--- src/rtl/multicycle_control_pkg.sv ---
// Shared encodings for the multi-cycle MIPS control sequencer.
package mips_ctrl_pkg;

    // Sequencer states; codes 12-15 are unused and recover to StFetch.
    typedef enum logic [3:0] {
        StFetch    = 4'd0,
        StDecode   = 4'd1,
        StMemAddr  = 4'd2,
        StMemRead  = 4'd3,
        StMemWb    = 4'd4,
        StMemWrite = 4'd5,
        StExecute  = 4'd6,
        StRWb      = 4'd7,
        StBranch   = 4'd8,
        StJump     = 4'd9,
        StAddiEx   = 4'd10,
        StAddiWb   = 4'd11
    } state_e;

    // Opcodes from instr[31:26].
    localparam logic [5:0] OpR    = 6'b000000;
    localparam logic [5:0] OpLw   = 6'b100011;
    localparam logic [5:0] OpSw   = 6'b101011;
    localparam logic [5:0] OpBeq  = 6'b000100;
    localparam logic [5:0] OpJ    = 6'b000010;
    localparam logic [5:0] OpAddi = 6'b001000;

    typedef enum logic [1:0] {
        AluAdd   = 2'b00,
        AluSub   = 2'b01,
        AluFunct = 2'b10
    } alu_op_e;

    typedef enum logic [1:0] {
        SrcBRt    = 2'b00,
        SrcBFour  = 2'b01,
        SrcBImm   = 2'b10,
        SrcBImmSh = 2'b11
    } alu_src_b_e;

    typedef enum logic [1:0] {
        PcAlu    = 2'b00,
        PcAluOut = 2'b01,
        PcJump   = 2'b10
    } pc_source_e;

    // All datapath controls produced from the current state.
    typedef struct packed {
        logic       pc_write;
        logic       pc_write_cond;
        logic       pc_en;
        pc_source_e pc_source;
        logic       i_or_d;
        logic       mem_read;
        logic       mem_write;
        logic       ir_write;
        logic       reg_dst;
        logic       mem_to_reg;
        logic       reg_write;
        logic       alu_src_a;
        alu_src_b_e alu_src_b;
        alu_op_e    alu_op;
    } ctrl_t;

    function automatic logic is_supported(input logic [5:0] op);
        return (op == OpR) || (op == OpLw) || (op == OpSw) ||
               (op == OpBeq) || (op == OpJ) || (op == OpAddi);
    endfunction

endpackage

--- src/rtl/multicycle_control_if.sv ---
// Control bus between the sequencer (master) and the datapath (slave).
interface multicycle_control_if;
    logic [5:0] opcode;
    logic       zero;
    logic       mem_ready;
    logic       pc_write;
    logic       pc_write_cond;
    logic       pc_en;
    logic [1:0] pc_source;
    logic       i_or_d;
    logic       mem_read;
    logic       mem_write;
    logic       ir_write;
    logic       reg_dst;
    logic       mem_to_reg;
    logic       reg_write;
    logic       alu_src_a;
    logic [1:0] alu_src_b;
    logic [1:0] alu_op;
    logic       illegal;
    logic [3:0] state;

    modport master (
        input  opcode, zero, mem_ready,
        output pc_write, pc_write_cond, pc_en, pc_source, i_or_d, mem_read, mem_write,
               ir_write, reg_dst, mem_to_reg, reg_write, alu_src_a, alu_src_b, alu_op,
               illegal, state
    );

    modport slave (
        output opcode, zero, mem_ready,
        input  pc_write, pc_write_cond, pc_en, pc_source, i_or_d, mem_read, mem_write,
               ir_write, reg_dst, mem_to_reg, reg_write, alu_src_a, alu_src_b, alu_op,
               illegal, state
    );
endinterface

--- src/rtl/multicycle_control_output_decode.sv ---
// Moore output decode: maps the sequencer state to datapath controls.
module ctrl_output_decode
    import mips_ctrl_pkg::*;
(
    input  state_e state,
    input  logic   zero,
    output ctrl_t  ctrl
);

    // Per-state control table; FETCH strobes assume the mem_ready cycle and are
    // qualified by the top level.
    always_comb begin
        ctrl = '0;
        unique case (state)
            StFetch: begin
                ctrl.mem_read  = 1'b1;
                ctrl.alu_src_b = SrcBFour;
                ctrl.ir_write  = 1'b1;
                ctrl.pc_write  = 1'b1;
            end
            StDecode: begin
                ctrl.alu_src_b = SrcBImmSh;
            end
            StMemAddr: begin
                ctrl.alu_src_a = 1'b1;
                ctrl.alu_src_b = SrcBImm;
            end
            StMemRead: begin
                ctrl.mem_read = 1'b1;
                ctrl.i_or_d   = 1'b1;
            end
            StMemWb: begin
                ctrl.mem_to_reg = 1'b1;
                ctrl.reg_write  = 1'b1;
            end
            StMemWrite: begin
                ctrl.mem_write = 1'b1;
                ctrl.i_or_d    = 1'b1;
            end
            StExecute: begin
                ctrl.alu_src_a = 1'b1;
                ctrl.alu_op    = AluFunct;
            end
            StRWb: begin
                ctrl.reg_dst   = 1'b1;
                ctrl.reg_write = 1'b1;
            end
            StBranch: begin
                ctrl.alu_src_a     = 1'b1;
                ctrl.alu_op        = AluSub;
                ctrl.pc_write_cond = 1'b1;
                ctrl.pc_source     = PcAluOut;
            end
            StJump: begin
                ctrl.pc_write  = 1'b1;
                ctrl.pc_source = PcJump;
            end
            StAddiEx: begin
                ctrl.alu_src_a = 1'b1;
                ctrl.alu_src_b = SrcBImm;
            end
            StAddiWb: begin
                ctrl.reg_write = 1'b1;
            end
            default: ctrl = '0;
        endcase
        // zero only matters where pc_write_cond is set, i.e. BRANCH.
        ctrl.pc_en = ctrl.pc_write | (ctrl.pc_write_cond & zero);
    end

endmodule

--- src/rtl/multicycle_control.sv ---
// Multi-cycle MIPS sequencer: FETCH/DECODE/EXECUTE/MEM/WB over 3-5 cycles.
module multicycle_control
    import mips_ctrl_pkg::*;
(
    input logic               clk,
    input logic               reset,
    multicycle_control_if.master bus
);

    state_e     state_q, state_d;
    logic [5:0] op_q, op_d;
    ctrl_t      dec_ctrl;
    ctrl_t      out_ctrl;
    logic       illegal_raw;

    // State and latched opcode register, synchronous reset.
    always_ff @(posedge clk) begin
        if (reset) begin
            state_q <= StFetch;
            op_q    <= '0;
        end else begin
            state_q <= state_d;
            op_q    <= op_d;
        end
    end

    // Next-state logic; opcode is captured in DECODE and op_q used afterwards.
    always_comb begin
        state_d = state_q;
        op_d    = op_q;
        unique case (state_q)
            StFetch: begin
                if (bus.mem_ready) state_d = StDecode;
            end
            StDecode: begin
                op_d = bus.opcode;
                case (bus.opcode)
                    OpLw, OpSw: state_d = StMemAddr;
                    OpR:        state_d = StExecute;
                    OpBeq:      state_d = StBranch;
                    OpJ:        state_d = StJump;
                    OpAddi:     state_d = StAddiEx;
                    default:    state_d = StFetch;
                endcase
            end
            StMemAddr: begin
                if (op_q == OpLw)      state_d = StMemRead;
                else if (op_q == OpSw) state_d = StMemWrite;
                else                   state_d = StFetch;
            end
            StMemRead: begin
                if (bus.mem_ready) state_d = StMemWb;
            end
            StMemWb:    state_d = StFetch;
            StMemWrite: begin
                if (bus.mem_ready) state_d = StFetch;
            end
            StExecute:  state_d = StRWb;
            StRWb:      state_d = StFetch;
            StBranch:   state_d = StFetch;
            StJump:     state_d = StFetch;
            StAddiEx:   state_d = StAddiWb;
            StAddiWb:   state_d = StFetch;
            default:    state_d = StFetch;
        endcase
    end

    ctrl_output_decode u_output_decode (
        .state (state_q),
        .zero  (bus.zero),
        .ctrl  (dec_ctrl)
    );

    // Output stage: hold fetch write strobes until memory completes, force 0 in reset.
    always_comb begin
        out_ctrl    = dec_ctrl;
        illegal_raw = (state_q == StDecode) && !is_supported(bus.opcode);
        if ((state_q == StFetch) && !bus.mem_ready) begin
            out_ctrl.ir_write = 1'b0;
            out_ctrl.pc_write = 1'b0;
            out_ctrl.pc_en    = 1'b0;
        end
        if (reset) begin
            out_ctrl    = '0;
            illegal_raw = 1'b0;
        end
    end

    assign bus.pc_write      = out_ctrl.pc_write;
    assign bus.pc_write_cond = out_ctrl.pc_write_cond;
    assign bus.pc_en         = out_ctrl.pc_en;
    assign bus.pc_source     = out_ctrl.pc_source;
    assign bus.i_or_d        = out_ctrl.i_or_d;
    assign bus.mem_read      = out_ctrl.mem_read;
    assign bus.mem_write     = out_ctrl.mem_write;
    assign bus.ir_write      = out_ctrl.ir_write;
    assign bus.reg_dst       = out_ctrl.reg_dst;
    assign bus.mem_to_reg    = out_ctrl.mem_to_reg;
    assign bus.reg_write     = out_ctrl.reg_write;
    assign bus.alu_src_a     = out_ctrl.alu_src_a;
    assign bus.alu_src_b     = out_ctrl.alu_src_b;
    assign bus.alu_op        = out_ctrl.alu_op;
    assign bus.illegal       = illegal_raw;
    assign bus.state         = reset ? 4'd0 : state_q;

endmodule

--- src/flat_wrapper.sv ---
// flat-port wrapper written by rule: the top's interface ports become plain ports
module multicycle_control_flat import mips_ctrl_pkg::*;
  (clk, reset, bus_opcode, bus_zero, bus_mem_ready, bus_pc_write, bus_pc_write_cond, bus_pc_en, bus_pc_source, bus_i_or_d, bus_mem_read, bus_mem_write, bus_ir_write, bus_reg_dst, bus_mem_to_reg, bus_reg_write, bus_alu_src_a, bus_alu_src_b, bus_alu_op, bus_illegal, bus_state);
  multicycle_control_if bus_i ();
  input logic clk;
  input logic reset;
  input wire logic [$bits(bus_i.opcode)-1:0] bus_opcode;
  input wire logic [$bits(bus_i.zero)-1:0] bus_zero;
  input wire logic [$bits(bus_i.mem_ready)-1:0] bus_mem_ready;
  output wire logic [$bits(bus_i.pc_write)-1:0] bus_pc_write;
  output wire logic [$bits(bus_i.pc_write_cond)-1:0] bus_pc_write_cond;
  output wire logic [$bits(bus_i.pc_en)-1:0] bus_pc_en;
  output wire logic [$bits(bus_i.pc_source)-1:0] bus_pc_source;
  output wire logic [$bits(bus_i.i_or_d)-1:0] bus_i_or_d;
  output wire logic [$bits(bus_i.mem_read)-1:0] bus_mem_read;
  output wire logic [$bits(bus_i.mem_write)-1:0] bus_mem_write;
  output wire logic [$bits(bus_i.ir_write)-1:0] bus_ir_write;
  output wire logic [$bits(bus_i.reg_dst)-1:0] bus_reg_dst;
  output wire logic [$bits(bus_i.mem_to_reg)-1:0] bus_mem_to_reg;
  output wire logic [$bits(bus_i.reg_write)-1:0] bus_reg_write;
  output wire logic [$bits(bus_i.alu_src_a)-1:0] bus_alu_src_a;
  output wire logic [$bits(bus_i.alu_src_b)-1:0] bus_alu_src_b;
  output wire logic [$bits(bus_i.alu_op)-1:0] bus_alu_op;
  output wire logic [$bits(bus_i.illegal)-1:0] bus_illegal;
  output wire logic [$bits(bus_i.state)-1:0] bus_state;
  assign bus_i.opcode = bus_opcode;
  assign bus_i.zero = bus_zero;
  assign bus_i.mem_ready = bus_mem_ready;
  assign bus_pc_write = bus_i.pc_write;
  assign bus_pc_write_cond = bus_i.pc_write_cond;
  assign bus_pc_en = bus_i.pc_en;
  assign bus_pc_source = bus_i.pc_source;
  assign bus_i_or_d = bus_i.i_or_d;
  assign bus_mem_read = bus_i.mem_read;
  assign bus_mem_write = bus_i.mem_write;
  assign bus_ir_write = bus_i.ir_write;
  assign bus_reg_dst = bus_i.reg_dst;
  assign bus_mem_to_reg = bus_i.mem_to_reg;
  assign bus_reg_write = bus_i.reg_write;
  assign bus_alu_src_a = bus_i.alu_src_a;
  assign bus_alu_src_b = bus_i.alu_src_b;
  assign bus_alu_op = bus_i.alu_op;
  assign bus_illegal = bus_i.illegal;
  assign bus_state = bus_i.state;
  multicycle_control u_core (.clk(clk), .reset(reset), .bus(bus_i));
endmodule
--- config.mk ---
export PLATFORM = sky130hd
export DESIGN_NAME = multicycle_control_flat
export DESIGN_NICKNAME = d
export VERILOG_FILES = /design/src/rtl/multicycle_control_pkg.sv /design/src/rtl/multicycle_control_if.sv /design/src/rtl/multicycle_control_output_decode.sv /design/src/rtl/multicycle_control.sv /design/src/flat_wrapper.sv
export SDC_FILE = /design/constraint.sdc
export NUM_CORES = 1
export LEC_CHECK = 0
export CAP_MARGIN = 20
export CORE_MARGIN = 10
export CORE_UTILIZATION = 49
export CTS_BUF_LIST = sky130_fd_sc_hd__clkbuf_8
export DETAILED_ROUTE_END_ITERATION = 10
export GPL_TIMING_DRIVEN = 0
export HOLD_SLACK_MARGIN = 0.12
export PLACE_DENSITY = 0.89
export SLEW_MARGIN = 20
export SYNTH_ARGS = -nofsm -noshare
export SYNTH_HDL_FRONTEND = slang
export SYNTH_SLANG_ARGS = --single-unit
export TNS_END_PERCENT = 100
--- constraint.sdc ---
create_clock -name clk -period 2.9 [get_ports clk]
set_input_delay 0.435 -clock clk [delete_from_list [all_inputs] [get_ports clk]]
set_output_delay 0.435 -clock clk [all_outputs]
set_load 0.005 [all_outputs]
; Word-level counts from Yosys, hierarchy flattened
; Cells that the tools add are included.
[word_totals]
regBits = 10
input_bits = 10
out_inout_bits = 22
word_cells = 70
[op_classes]
n_eq_ne = 21
mux = 26
bitwise_logic = 2
reduce_logical = 19
[ops]
columns = cell, count
row1 = one-hot mux 4 bit (7 select lines), 1
row2 = "equality test 6 bit, second input constant", 4
row3 = 2-to-1 mux 4 bit, 5
row4 = one-hot mux 4 bit (5 select lines), 1
row5 = 2-to-1 mux 17 bit, 1
row6 = "equality test 4 x 3 -> 1 bit, second input constant", 4
row7 = "equality test 4 bit, second input constant", 4
row8 = 2-to-1 mux 1 bit, 14
row9 = OR reduction 2 bit, 5
row10 = "equality test 4 x 2 -> 1 bit, second input constant", 2
row11 = one-hot mux 2 bit (2 select lines), 2
row12 = "equality test 6 x 2 -> 1 bit, second input constant", 1
row13 = "equality test 6 x 3 -> 1 bit, second input constant", 1
row14 = "equality test 6 x 4 -> 1 bit, second input constant", 1
row15 = zero test 6 bit, 1
row16 = "inequality test 2 bit, second input constant", 3
row17 = one-hot mux 2 bit (3 select lines), 1
row18 = logical OR 1 bit, 5
row19 = "equality test 4 x 1 -> 1 bit, second input constant", 1
row20 = zero test 4 bit, 1
row21 = OR reduction 4 bit, 1
row22 = 2-to-1 mux 3 bit, 1
row23 = AND reduction 3 bit, 1
row24 = OR reduction 3 bit, 1
row25 = 4 further kinds, 6

; Logic depth before layout (Yosys ltp)
[depth]
word_depth = 9
depth_mapped = 6
depth_no_buf = 4

; By module
; From an unflattened synthesis, not the netlist that was laid out.
[unflattened]
cells_unflattened = 132
area_unflattened_um2 = 974.7
[by_module_without_submodules]
columns = module, instances, cells_each, area_each_um2, seq_area_each_um2
row1 = multicycle_control, 1, 100, 755.7, 200.2
row2 = ctrl_output_decode, 1, 32, 219.0, 0.0

; Worst setup path before layout
; No wires, ideal clock.
[synth_path]
path_type = register to output
startpoint = register u_core.state_q[1]
endpoint = output bus_pc_source[0]
arrival_time_ns = 1.393
required_time_ns = 2.465
setup_slack_ns = 1.072
path_stages_with_launch = 6
n_path_buf = 3
path_cell_list = dfxtp_1 -> buf_6 -> clkbuf_1 -> or4_1 -> nor2_1 -> buf_4
[synth_between]
elab_chain_cells = 3
word_cells_on_any_way = 4
cone_classes = eq/ne (2) / mux (2)
[synth_lines]
columns = element, line_no
row1 = "start, declared", multicycle_control.sv:10  ; state_e state_q, state_d;
row2 = "start signal, assigned", multicycle_control.sv:19  ; state_q <= StFetch;
row3 = "start signal, assigned", multicycle_control.sv:22  ; state_q <= state_d;
row4 = equality test 4 bit, multicycle_control_output_decode.sv:14  ; unique case (state)
row5 = one-hot mux 2 bit (2 select lines) *, multicycle_control_output_decode.sv:14
row6 = 2-to-1 mux 17 bit *, multicycle_control.sv:83  ; if (reset) begin
row7 = "end, declared", flat_wrapper.sv:13  ; output wire logic [$bits(bus_i.pc_source)-1:0] bus_pc_source;
; Every way passes the cells marked *; elsewhere a longest branch is shown, timed or not.

; Worst setup path in the final report
[layout_path]
startpoint = input reset
endpoint = output bus_mem_read
[layout_between]
elab_chain_cells = 1
[layout_lines]
columns = element, line_no
row1 = "start, declared", flat_wrapper.sv:6  ; input logic reset;
row2 = 2-to-1 mux 17 bit, multicycle_control.sv:83
row3 = "end, declared", flat_wrapper.sv:15  ; output wire logic [$bits(bus_i.mem_read)-1:0] bus_mem_read;
; No other way between the ends.

==> metrics.yaml <==
synth:
  synthCells: 121
  ys_ff_latch: 10
  syn_avg_cell_area_um2: 7.15
  synthSimpleGateAreaFrac_pct: 39.4
  synth_area_um2: 865
  ys_warn_count: 0
  synth.most_common_cell: "nand2_1"
  synth_mux_area_share_pct: 2.32
  syn_nets: 131
  ys.flop_type: "dfxtp_1"
  synthArstFlopShare_pct: 0
  yosysTopAreaCellShare_pct: 23.2
  synth_fa_ha_area_share_pct: 0
  synth_common_cells: "nand2_1 (15), dfxtp_1 (10), nor2_1 (10)"
  synth-edff-count: 0
  ys_types: 39
  synth_area_leaders: "dfxtp_1 (23%), nand2_1 (6.5%), nand2b_1 (5.1%)"
  synth_top_family_by_area: "simple AND/OR/NAND/NOR gates"
  yosysTopAreaCell: "dfxtp_1"
  synth_compound_area_share_pct: 22.9
  yosysSeqAreaShare_pct: 23.2
  synth_xor_area_share_pct: 4.05
route:
  viasPerCell: 5.81
  wl_um: 2800
  drc: 0
  detail_route.wl_per_cell_um: 15.5
  postRouteAntennaNets: 0
  drtIter0Drc: 41
  vias: 1052
  dr.pass1.iters: 4
flow_run:
  cap_viol_max_count: 0
timing:
  finalHoldViolCount: 0
  max_freq_mhz: 355
  finClkSkew_ns: 0.00138
  period_needed_ns: 2.81
  finalMaxSlewViolations: 0
  max_slew.worst_pin.slew_ns: 0.986
  setup_viol: 0
  tns_ns: 0
  fin_crit_sh_pct: 97.0
  rsz0062_at_grt: "false"
  max_slew_margin_pct: 33.3
global_route:
  grt_pass1_vias: 989
  grt_usage_pct: 14.5
  antenna_found_initial: 0
  grt_overflow_total: 0
  grt_pass1_wl_um: 4330
  grt_max_degree: 11
cts:
  cts_hold_buf: 0
  clk_latency_ns: 0.23
  root_buffer: "clkbuf_8"
  cts_buffers: 3
  htreeDepth: 1
  cts_setup_buffers: 0
  cts_resized: 0
  cts.clk_slew.worst_paths_ns: 0.05
  clock_sinks: 10
  cts_tree: "done"
  clock_path_buffers: 2
cells_and_area:
  area.growth.synth_to_final_pct: 45.9
  multi_input_area_um2: 593
  register_area_um2: 200
  num_antenna_cells: 0
  finalNonFillerCells: 181
  drive_gt1_share_pct: 6.41
  fillers: 144
  num-nets-final: 167
outcome:
  status: "finished, final reports clean"
setup_path:
  crit_type: "input port to primary output"
  cp.depth: 5
  endpoint_kind: "primary output"
  cp_slowest_cell: "clkdlybuf4s50_1"
  worst_ep_arrival_time_ns: 2.38
  critPathBufInv: 4
  crit_chain: "clkdlybuf4s50_1 > clkbuf_1 > clkbuf_1 > nor3_1 > clkdlybuf4s50_1"
  cp_max_fo: 10
  critPathLaunchType: "input port"
  reg2reg_depth: 6
  rrSetupSlack_ns: 0.95
  critPathMaxStageDelay_ns: 0.52
  crit_family: "buffers and inverters"
  required_ns: 2.47
power_and_ir_drop:
  powerDensity_nw_per_um2: 357
  p_leak_nw: 0.451
  ir_drop_mv: 0.532
die:
  die_y_um: 62.0
  num_io_pins: 32
  rows: 15
  start_util_pct: 50.6
  die_w_um: 62.0
  core_area_um2: 1710
  dieArea_um2: 3840
placed_design:
  port_buffers: 31
  placedCellCount: 177
  place.gp.congestion: 0.910
  dpl.hpwl_um: 2180
worst_hold_path:
  hold_path.class: "flip-flop to flip-flop"
  hold_depth: 2
==> per-stage QoR <==
step | hold WS (ns) | worst slack, ns | utilization, % | power, mW | area (um^2)
finish | 0.454 | 0.0856 | 73.8 | 0.450 | 1260
global route | 0.466 | 0.00410 | 73.8 | 0.472 | 1260
CTS | 0.458 | 0.105 | 73.8 | 0.451 | 1260
detailed placement | 0.452 | 0.119 | 70.6 | 0.282 | 1210
global placement | 0.443 | 0.139 | 70.6 | 0.279 | 1210
floorplan | 0.431 | 1.07 | - | 0.227 | 865
==> final timing paths <==
check,from,end
max reg2reg,u_core.state_q[1],u_core.state_q[1]
min,u_core.op_q[5],u_core.op_q[5]
max,reset,bus_mem_read
min reg2reg,u_core.op_q[5],u_core.op_q[5]
==> cells by family after synthesis <==
logic type	Yosys count
DFF	10
xor gates and xnor gates	4
buffers and inverters	14
muxes	2
AOI/OAI and AO/OA	29
and+or+nand+nor	62
==> flip-flops by register name, indices dropped and copies added, names as in the netlist <==
register / count
u_core.op_q: 6
u_core.state_q: 4
==> placed cells by master, fill, tap and decap left out, types with 2 or more instances in the layout <==
| master | count |
|---|---|
| clkdlybuf4s50_1 | 31 |
| nand2_1 | 15 |
| nor2_1 | 10 |
| dfxtp_1 | 10 |
| a21oi_1 | 8 |
| nand2b_1 | 7 |
| clkbuf_1 | 6 |
| nor4_1 | 6 |
| nor3_1 | 6 |
| inv_1 | 5 |
| o21ai_0 | 4 |
| clkbuf_8 | 4 |
| a211oi_1 | 3 |
| xor2_1 | 3 |
| a21o_1 | 3 |
| buf_6 | 2 |
| or3_1 | 2 |
| or4_1 | 2 |
| nor2b_1 | 2 |
| or2_2 | 2 |
| and4_1 | 2 |
| o22ai_1 | 2 |
| nand3_1 | 2 |
| mux2i_1 | 2 |
==> final cells by class <==
type	instances	area share (%)
inverters	5	1.49
flip-flops and latches	10	15.9
clock buffers	4	4.37
repair buffers	31	24.6
plain buffers	9	4.17
well taps	25	2.48
multi-input cells	97	47.0
==> per-layer routing <==
layer	GRT usage, %	up-vias	part of all wire, %
li1	-	511	-
met1	15.4	477	41
met2	26.2	55	47
met3	4.07	9	9.6
met4	5.73	0	2.0
met5	0	-	0
==> worst reg2reg max path, delay by kind of cell (launching register included) <==
family          cells  cell delay, ns
flops               1            0.30
compound gates      3            0.77
buf+inv             2            0.28
simple gates        1            0.51
==> power by group <==
group / total, mW / internal, mW / switching [mW] / leakage (nW)
clock network: 0.168 / 0.119 / 0.0491 / 0.0288
logic: 0.126 / 0.0616 / 0.0647 / 0.341
registers: 0.156 / 0.148 / 0.00824 / 0.0816
Power figures use the tool's default switching activity.
